### config.mk
export PLATFORM = sky130hd
export DESIGN_NAME = word_loader
export DESIGN_NICKNAME = d
export VERILOG_FILES = /design/src/rtl/matcher_pkg.sv /design/src/rtl/word_loader.sv
export SDC_FILE = /design/constraint.sdc
export NUM_CORES = 1
export LEC_CHECK = 0
export ABC_AREA = 1
export CORE_UTILIZATION = 47
export CTS_BUF_LIST = sky130_fd_sc_hd__clkbuf_4
export CTS_CLUSTER_DIAMETER = 50
export DETAILED_ROUTE_END_ITERATION = 7
export GPL_ROUTABILITY_DRIVEN = 0
export PLACE_DENSITY = 0.82
export SLEW_MARGIN = 20
export SYNTH_ARGS = -nofsm -noshare
export SYNTH_HDL_FRONTEND = slang
export SYNTH_SLANG_ARGS = --single-unit
### constraint.sdc
create_clock -name clk -period 1.63 [get_ports clk]
set_input_delay 0.326 -clock clk [delete_from_list [all_inputs] [get_ports clk]]
set_output_delay 0.326 -clock clk [all_outputs]
set_load 0.1 [all_outputs]
### src/rtl/matcher_pkg.sv
// Types and constants shared by the matcher front end: loader FSM states,
// the null terminator, the default delimiter and the word capacity helper.
package matcher_pkg;

  typedef enum logic [1:0] {
    FILL  = 2'd0,
    DROP  = 2'd1,
    TERM  = 2'd2,
    READY = 2'd3
  } loader_state_e;

  localparam logic [7:0] NULL_CHAR     = '0;
  localparam logic [7:0] DEFAULT_DELIM = 8'h20;

  // Longest storable word; one SRAM slot is always kept for the terminator.
  function automatic int MAX_CHARS(input int aw);
    return (2 ** aw) - 1;
  endfunction

endpackage

### src/rtl/word_loader.sv
// Splits an incoming byte stream into delimiter-separated words and writes
// each one, null-terminated from address 0, into the matcher's word SRAM.
module word_loader
  import matcher_pkg::*;
#(
  parameter int                    ADDR_WIDTH = 4,
  parameter int                    DATA_WIDTH = 8,
  parameter logic [DATA_WIDTH-1:0] DELIM      = DATA_WIDTH'(DEFAULT_DELIM)
) (
  input  logic                  clk,
  input  logic                  rst_n,
  input  logic [DATA_WIDTH-1:0] char_in,
  input  logic                  char_valid,
  input  logic                  char_last,
  output logic                  char_ready,
  output logic                  wr_en,
  output logic [ADDR_WIDTH-1:0] wr_addr,
  output logic [DATA_WIDTH-1:0] wr_data,
  output logic                  word_valid,
  output logic [ADDR_WIDTH-1:0] word_len,
  output logic                  word_trunc,
  input  logic                  match_done
);

  localparam logic [ADDR_WIDTH-1:0] MAX = ADDR_WIDTH'(MAX_CHARS(ADDR_WIDTH));

  function automatic logic is_delim(input logic [DATA_WIDTH-1:0] c);
    return (c == DELIM) || (c == DATA_WIDTH'(NULL_CHAR));
  endfunction

  loader_state_e         state;
  logic [ADDR_WIDTH-1:0] count;
  logic                  trunc_r;
  logic                  accept;

  logic                  wr_en_p1;
  logic [ADDR_WIDTH-1:0] addr_p1;
  logic [DATA_WIDTH-1:0] data_p1;

  assign char_ready = (state == FILL) || (state == DROP);
  assign accept     = char_valid && char_ready;

  // Stage p0 -> p1: accepted characters become a registered SRAM write.
  always_ff @(posedge clk) begin
    if (!rst_n) begin
      state    <= FILL;
      count    <= '0;
      trunc_r  <= 1'b0;
      wr_en_p1 <= 1'b0;
    end else begin
      wr_en_p1 <= 1'b0;
      case (state)
        FILL: begin
          if (accept) begin
            if (is_delim(char_in)) begin
              if (count != '0) state <= TERM;
            end else if (count != MAX) begin
              wr_en_p1 <= 1'b1;
              count    <= count + 1'b1;
              if (char_last) state <= TERM;
            end else begin
              trunc_r <= 1'b1;
              state   <= char_last ? TERM : DROP;
            end
          end
        end
        DROP: begin
          if (accept && (is_delim(char_in) || char_last)) state <= TERM;
        end
        TERM: begin
          // A word ended by char_last still has its final character in flight.
          if (!wr_en_p1) state <= READY;
        end
        READY: begin
          if (match_done) begin
            count   <= '0;
            trunc_r <= 1'b0;
            state   <= FILL;
          end
        end
        default: state <= FILL;
      endcase
    end
  end

  always_ff @(posedge clk) begin
    addr_p1 <= count;
    data_p1 <= char_in;
  end

  // Stage p1 -> SRAM: character writes take priority over the terminator.
  always_comb begin
    wr_en   = wr_en_p1 || (state == TERM);
    wr_addr = count;
    wr_data = DATA_WIDTH'(NULL_CHAR);
    if (wr_en_p1) begin
      wr_addr = addr_p1;
      wr_data = data_p1;
    end
  end

  assign word_valid = (state == READY);
  assign word_len   = count;
  assign word_trunc = trunc_r;

endmodule
Word-level counts from Yosys, hierarchy flattened --
Cells that the tools add are included.
Storage, ports and cells: register bits after elaboration 20, output and inout bits 20
Cells by class: $add $sub $neg 1, equality and inequality tests 14, mux-type cells 23, bitwise gates (word level) 3, reduce and logical (&&, ||, !) cells 14
Operators by type and width (count):
- $mux W4 | 5
- $mux W2 | 9
- $reduce_and A5 Y1 | 2
- $eq A8 B6 Y1 const B | 1
- $logic_not A8 Y1 | 1
- $mux W8 | 1
- $ne A2 B2 Y1 const B | 4
- $pmux W2 S4 | 1
- $pmux W4 S2 | 1
- $ne A2 B1 Y1 const B | 3
- $reduce_and A6 Y1 | 1
- $mux W1 | 5
- $add A4 B1 Y4 const B | 1
- $eq A2 B2 Y1 const B | 2
- $logic_or A1 B1 Y1 | 4
- $ne A4 B3 Y1 const B | 1
- $ne A4 B4 Y1 const B | 1
- $reduce_bool A4 Y1 | 1
- $reduce_or A4 Y1 | 1
- $ne A3 B3 Y1 const B | 1
- $not A1 Y1 | 3
- $eq A2 B1 Y1 const B | 1
- $logic_and A1 B1 Y1 | 2
- $logic_not A2 Y1 | 1
- 2 further kinds | 2

Depth between registers and ports, before layout --
Gate-level depths: netlist of the first run.
depth after elaboration 6, mapped depth 10, depth with buffers taken out 10

Least setup slack after synthesis of the first run --
Ideal clock, no wire load.
path kind register to output, start register count[0] (netlist: word_len[0]), end output port wr_addr[0], arrival 3.320 ns, path slack -2.016 ns, stages on the path, launching flop included 3, path buffers 0, cells stage by stage dfxtp_1 > inv_1 > o21ai_0
On the way: longest elaborated chain between the ends 1
RTL lines:
- from (decl) | line word_loader.sv:32 | logic [ADDR_WIDTH-1:0] count;
- from (signal assigned) | line word_loader.sv:59 | count <= count + 1'b1;
- $mux W4 | line word_loader.sv:96 | if (wr_en_p1) begin
- to (decl) | line word_loader.sv:17 | output logic [ADDR_WIDTH-1:0] wr_addr,
No other way between the ends.

Worst setup path in the final report of the first run --
start register state[0], end register trunc_r (netlist: word_trunc)
On the way: longest elaborated chain between the ends 5, elaborated cells between the ends (all ways) 12
RTL lines:
- from (decl) | line word_loader.sv:31 | loader_state_e state;
- from (signal assigned) | line word_loader.sv:63 | state <= char_last ? TERM : DROP;
- $eq A2 B1 Y1 / $logic_not A2 Y1 (equally long branches) | line word_loader.sv:40, word_loader.sv:52
- $logic_or A1 B1 Y1 | line word_loader.sv:40 | assign char_ready = (state == FILL) || (state == DROP);
- $logic_and A1 B1 Y1 | line word_loader.sv:41 | assign accept = char_valid && char_ready;
- $ne A2 B2 Y1 (no source line)
- $reduce_and A5 Y1 (no source line)
- to (signal assigned) | line word_loader.sv:48 | trunc_r <= 1'b0;
- to (signal assigned) | line word_loader.sv:62 | trunc_r <= 1'b1;
- to (signal assigned) | line word_loader.sv:77 | trunc_r <= 1'b0;
- to (decl) | line word_loader.sv:33 | logic trunc_r;
Parallel ways exist; a longest one is shown, timed or not. A chain may end at the register's enable or synchronous reset.

==> out/qor.yml, run 1 <==
placed_design:
  port-buffer-count: 32
  postPlaceCellArea_um2: 1682
  preCtsSetupSlack_ns: -0.1175
  dp.final_hpwl_mm: 2.193
power:
  combPwrFrac_pct: 72.9
  vdd_ir_drop_max_v: 0.001968
  internal-power_uw: 1755
  clock_power_share_pct: 7.4
  switching_power_uw: 2149
  power.sequential.fraction_pct: 19.6
  power.leakage_uw: 0.0007816
  power.density_cell_area_nw_per_um2: 2043
  sw_frac_of_total_pct: 55.05
critical_path:
  critical_path.top_delay_family: "simple AND/OR/NAND/NOR gates"
  cp_slowest_cell: "sky130_fd_sc_hd__dfxtp_4"
  worstPathRequired_ns: 1.85
  crit_fanout: 5
  crit_path_end_kind: "register"
  critPathMaxStageDelay_ns: 0.39
  cell_by_cell_trace_of_the_critical_path: "inv_4 > ha_4 > buf_4 > buf_6 > nor2_1 > nor2_2 > nand3_1 > o21ai_1 > a21oi_1"
  setup.worst_path.start: "state[0]"
  rr_startpoint: "state[0]"
  startpoint_to_endpoint_class_of_the_critical_path: "register to register"
  worst-path-buf-inv: 3
  regToRegEndpoint: "word_trunc"
  worst-r2r-cell-count: 9
  critical_path_arrival_ns: 2.05
  r2r_slack_ns: -0.20
  worst_setup_path_start_kind: "register"
final_layout:
  fillerInstances: 39
  num-nets-final: 205
  final_layout_size_suffix_gt1_share_pct: 47.83
  final_area_um2: 1911
  num_antenna_cells: 0
  area_growth_pct: 89.22
cts:
  clk_slew_on_worst_s_h_paths_ns: 0.13
  clock_sink_count: 20
  cts-htree-levels: 1
  cts_max_path_buffers: 2
  worstSkewPairLatency_ns: 0.32
  cts_root_buf: "sky130_fd_sc_hd__clkbuf_4"
  tritoncts: "yes"
  cts-buffers-inserted: 3
sta:
  report.final.slew_viol_count: 0
  max_slew.worst_pin.slew_ns: 0.3070
  maxSlewHeadroom_pct: 79.34
  finalHoldViolCount: 0
  period_share_pct: 112.4
  unrepaired_setup_endpoints_after_global_routing: "true"
  finalSetupViolCount: 13
  max_clock_freq_mhz: 545.6
  setup_slack_ns: -0.2028
  skew_ns: 0.005044
  period_minus_slack_ns: 1.833
synth:
  synthTopCellsByCount: "sky130_fd_sc_hd__nand2_1, sky130_fd_sc_hd__inv_1, sky130_fd_sc_hd__dfxtp_1"
  yosysSeqAreaShare_pct: 39.65
  syn_nets: 157
  synth.distinct_cells: 27
  synthesis.area_per_instance_um2: 7.370
  ffs_latches_synth: 20
  synth-edff-count: 0
  netlist_instances: 137
  synthDominantCellAreaShare_pct: 39.65
  number_of_warnings_printed_during_yosys_synthesis: 0
  synthArstFlopShare_pct: 0
  leading_area_contributor_after_synthesis: "sky130_fd_sc_hd__dfxtp_1"
  yosysMostFrequentCell: "sky130_fd_sc_hd__nand2_1"
  ys_dominant_reg_cell: "sky130_fd_sc_hd__dfxtp_1"
  synth_top_cells_by_area: "sky130_fd_sc_hd__dfxtp_1, sky130_fd_sc_hd__nand2_1, sky130_fd_sc_hd__ha_1"
  synth_area_um2: 1010
floorplan:
  placeableCoreArea_um2: 1982
  floorplan.io_pins: 33
  die-width_um: 48.35
  chipHeight_um: 48.35
  initial_core_util_pct: 50.95
  rows: 16
  fp.dieArea_um2: 2338
routing:
  drtAntennaViolNets: 0
  vias_per_cell: 6.275
  wire_per_inst_um: 24.90
  drt_wl_total_mm: 5.254
  drc: 0
  drt_first_pass_iters: 5
  routed-via-count: 1324
  detail_route.iter0.violations: 118
global_routing:
  first_pass_grt_wire_length_mm: 5.651
  track_usage_pct: 34.14
  vias_in_the_first_global_route: 1180
  globalRouteOverflowTotal: 0
  grt_max_degree: 12
  initial_antenna_violation_count: 0
hold_path:
  holdPathEnd: "addr_p1[1]"
  holdCritStartpoint: "word_len[1]"
  min_delay_path_depth: 0
  timing.hold.worst.class: "register to register"
status:
  run_status: "finished with violations"
  failed_checks: "setup timing"
run:
  drv_cap: 0
==> how the worst max path moves through the flow <==
stage          depth (start not counted)  slack, ns           to
5_1_grt                                9      -0.21   word_trunc
6_report                               9      -0.20   word_trunc
3_5_place_dp                           9      -0.12  word_len[1]
4_1_cts                                4      -0.02        wr_en
3_3_place_gp                           8     -0.002  word_len[2]
2_1_floorplan                          2      -0.07   wr_addr[2]
==> flip-flops by register name (all words and copies together) (netlist names) <==
| register | flops |
|---|---|
| addr_p1 | 4 |
| data_p1 | 8 |
| state | 2 |
| word_len | 4 |
| word_trunc | 1 |
| wr_en_p1 | 1 |
==> cell families (layout without fill, tap and decap cells) <==
group | Yosys count | count (layout) | synth area share (%)
compound gates | 14 | 14 | 7.930
xor+xnor | 2 | 2 | 1.735
fa+ha+maj | 7 | 7 | 8.674
buf+inv | 27 | 74 | 10.53
flops | 20 | 20 | 39.65
mux | 1 | 1 | 1.115
simple gates | 66 | 66 | 30.36
==> area by class of cell <==
class | instances | area [µm²] | area share (%)
clock buffers | 4 | 30.03 | 1.572
well taps | 27 | 33.78 | 1.768
multi-input cells | 90 | 655.6 | 34.32
inverters | 24 | 130.1 | 6.811
flip-flops and latches | 20 | 424.2 | 22.20
repair buffers | 46 | 636.9 | 33.33
==> metal layers <==
metal / GRT usage, % / up-vias / share of wire, %
li1: - / 521 / -
met1: 33.33 / 601 / 31
met2: 58.92 / 144 / 46
met3: 8.491 / 58 / 11
met4: 31.37 / 0 / 11
met5: 0 / - / 0
==> repair_timing <==
action | CTS | global route
hold buffers | 0 | 0
buffers inserted | 5 | 4
setup endpoints to repair | 13 | 18
pin swaps | 3 | 9
resized for setup | 20 | 21
==> power groups by stage <==
stage	Clock [µW]	Combinational, µW	Sequential [µW]
after floorplan	0	1250	924
after global placement	0	2140	705
after detailed placement	0	2220	717
after CTS	269	2400	733
after global routing	302	2860	761
final	290	2850	766
==> placed cells by master, fill, tap and decap left out, types with 2 or more instances in the layout <==
master / instances
sky130_fd_sc_hd__buf_12: 20
sky130_fd_sc_hd__inv_2: 3
sky130_fd_sc_hd__buf_6: 3
sky130_fd_sc_hd__nor2_1: 12
sky130_fd_sc_hd__nand3_2: 4
sky130_fd_sc_hd__a21oi_1: 4
sky130_fd_sc_hd__clkdlybuf4s50_1: 12
sky130_fd_sc_hd__nand3_1: 4
sky130_fd_sc_hd__or2_4: 2
sky130_fd_sc_hd__inv_1: 10
sky130_fd_sc_hd__a21oi_2: 2
sky130_fd_sc_hd__clkbuf_4: 4
sky130_fd_sc_hd__ha_4: 4
sky130_fd_sc_hd__ha_1: 3
sky130_fd_sc_hd__o21ai_4: 4
sky130_fd_sc_hd__inv_4: 2
sky130_fd_sc_hd__clkinvlp_4: 8
sky130_fd_sc_hd__dfxtp_4: 6
sky130_fd_sc_hd__buf_4: 11
sky130_fd_sc_hd__o21ai_1: 2
sky130_fd_sc_hd__nand2_1: 31
sky130_fd_sc_hd__dfxtp_1: 13
sky130_fd_sc_hd__nand2_4: 2
sky130_fd_sc_hd__nor2_2: 4
==> per-stage QoR <==
| stage | util [%] | instances | hold WS [ns] | TNS, ns | total power [µW] |
|---|---|---|---|---|---|
| finish | 96.40 | 211 | 0.4418 | -0.8671 | 3904 |
| global route | 96.40 | 211 | 0.4340 | -1.156 | 3926 |
| CTS | 91.35 | 208 | 0.4338 | -0.03566 | 3401 |
| detailed placement | 84.85 | 199 | 0.4079 | -0.5029 | 2935 |
| global placement | 84.85 | 199 | 0.4016 | -0.001739 | 2846 |
| floorplan | - | 137 | 0.3537 | -0.07428 | 2176 |
Power figures use the tool's default switching activity.
==> run 2: changes to the inputs <==
==> constraint.sdc (replaced) <==
create_clock -name clk -period 2.1 [get_ports clk]
set_input_delay 0.42 -clock clk [delete_from_list [all_inputs] [get_ports clk]]
set_output_delay 0.42 -clock clk [all_outputs]
set_load 0.1 [all_outputs]
==> out/qor.yml, run 2 (synthesized netlist as in run 1, its figures left out) <==
final_layout:
  final_area_um2: 1560
  fillerInstances: 133
  sequential_cell_area_um2: 405.4
  num-nets-final: 192
  most-common-layout-cells: "sky130_fd_sc_hd__nand2_1, sky130_fd_sc_hd__inv_1, sky130_fd_sc_hd__dfxtp_1"
  multi_input_comb_area_um2: 539.3
  final_common_cell: "sky130_fd_sc_hd__nand2_1"
  final_layout_size_suffix_gt1_share_pct: 28.07
  area_growth_pct: 54.52
  num_antenna_cells: 0
  number_of_flip_flops_in_the_largest_register: 8
  regMostFlops: "data_p1"
cts:
  clock_sink_count: 20
  cts-buffers-inserted: 3
  tritoncts: "yes"
  cts_post_setup_buffers_inserted: 0
  cts_max_path_buffers: 2
  cts-htree-levels: 1
  cts_root_buf: "sky130_fd_sc_hd__clkbuf_4"
  worstSkewPairLatency_ns: 0.29
  clk_slew_on_worst_s_h_paths_ns: 0.11
sta:
  period_minus_slack_ns: 1.972
  finalHoldViolCount: 0
  report.final.slew_viol_count: 0
  skew_ns: 0.009295
  finalSetupViolCount: 0
  setup_tns_ns: 0
  period_share_pct: 93.91
  max_clock_freq_mhz: 507.1
  max_slew.worst_pin.slew_ns: 0.4159
  unrepaired_setup_endpoints_after_global_routing: "false"
  timing.hold.ws_ns: 0.4045
  maxSlewHeadroom_pct: 72.24
run:
  drv_cap: 0
critical_path:
  cell_by_cell_trace_of_the_critical_path: "inv_1 > ha_1 > or2_2 > buf_12"
  cp_slowest_cell: "sky130_fd_sc_hd__dfxtp_1"
  worstPathRequired_ns: 1.68
  critical_path.top_delay_family: "flip-flops"
  critical_path_arrival_ns: 1.55
  crit_path_end_kind: "primary output"
  worst-path-buf-inv: 2
  startpoint_to_endpoint_class_of_the_critical_path: "register to primary output"
  critPathMaxStageDelay_ns: 0.42
  crit_fanout: 4
  worst_setup_path_start_kind: "register"
global_routing:
  first_pass_grt_wire_length_mm: 4.036
  globalRouteMet2Util_pct: 37.56
  grt_max_degree: 12
  global_route.peak_usage_layer: "met2"
  gr-usage-met1_pct: 27.17
  globalRouteMet3Util_pct: 3.774
  track_usage_pct: 21.83
  vias_in_the_first_global_route: 905
  globalRouteOverflowTotal: 0
  initial_antenna_violation_count: 0
power:
  clock_power_share_pct: 7.8
  finalPower_uw: 2295
  sw_frac_of_total_pct: 54.58
  internal-power_uw: 1043
  switching_power_uw: 1253
  power.density_cell_area_nw_per_um2: 1471
  power.leakage_uw: 0.0007520
  power.sequential.fraction_pct: 23.0
  combPwrFrac_pct: 69.2
  vdd_ir_drop_max_v: 0.001219
floorplan:
  die-width_um: 48.35
  chipHeight_um: 48.35
  floorplan.io_pins: 33
  initial_core_util_pct: 50.95
  placeableCoreArea_um2: 1982
  rows: 16
  fp.dieArea_um2: 2338
routing:
  drc: 0
  vias_per_cell: 4.823
  wire_per_inst_um: 11.85
  detail_route.iter0.violations: 18
  drt_wl_total_mm: 2.346
  drt_first_pass_iters: 4
  routed-via-count: 955
  drtAntennaViolNets: 0
hold_path:
  timing.hold.worst.class: "register to register"
placed_design:
  dp.final_hpwl_mm: 1.864
  port-buffer-count: 32
  postPlaceCellArea_um2: 1531
status:
  run_status: "finished clean"
-- run 2: cell types whose count changed in the layout (fill, tap and decap cells not counted), sizes merged --
cell      change
inv           +8
clkinv        +1
buf          -13
clkinvlp      -8
clkbuf        -1
-- run 2: timing repair --
item,4_1_cts,5_1_grt
resized for setup,0,1
hold buffers,0,0
hold endpoints to repair,0,0
endpoints found under the setup margin,0,1
-- run 2: routing by layer --
layer	part of all wire, %	vias to the layer above
met1	46	425
li1	-	486
met5	0	-
met3	4.6	4
met4	1.2	0
met2	49	40
-- run 2: power groups by stage --
| stage | Combinational, µW | Clock, µW | Sequential (µW) |
|---|---|---|---|
| after floorplan | 948 | 0 | 704 |
| after global placement | 1540 | 0 | 529 |
| after detailed placement | 1580 | 0 | 533 |
| after CTS | 1580 | 183 | 525 |
| after global routing | 1680 | 204 | 538 |
| final | 1590 | 179 | 527 |
-- run 2: worst paths after layout --
kind	startpoint	to	slack (ns)	cells after the start
max	state[0]	wr_en	0.13	4
min	word_len[1]	addr_p1[1]	0.40	0
max reg2reg	state[0]	word_len[0]	0.49	7
min reg2reg	word_len[1]	addr_p1[1]	0.40	0
-- run 2: through the flow --
stage	instances	worst slack [ns]	utilization, %
floorplan	137	0.04467	-
global placement	194	0.3730	77.27
detailed placement	194	0.2983	77.27
CTS	198	0.04573	78.60
global route	198	0.03631	78.72
finish	198	0.1280	78.72
-- run 2: cell type report --
class	count	share of cell area, %
well taps	27	2.165
clock buffers	3	1.443
clock inverters	1	0.2406
repair buffers	33	29.83
multi-input cells	90	34.56
inverters	24	5.774
flip-flops and latches	20	25.98
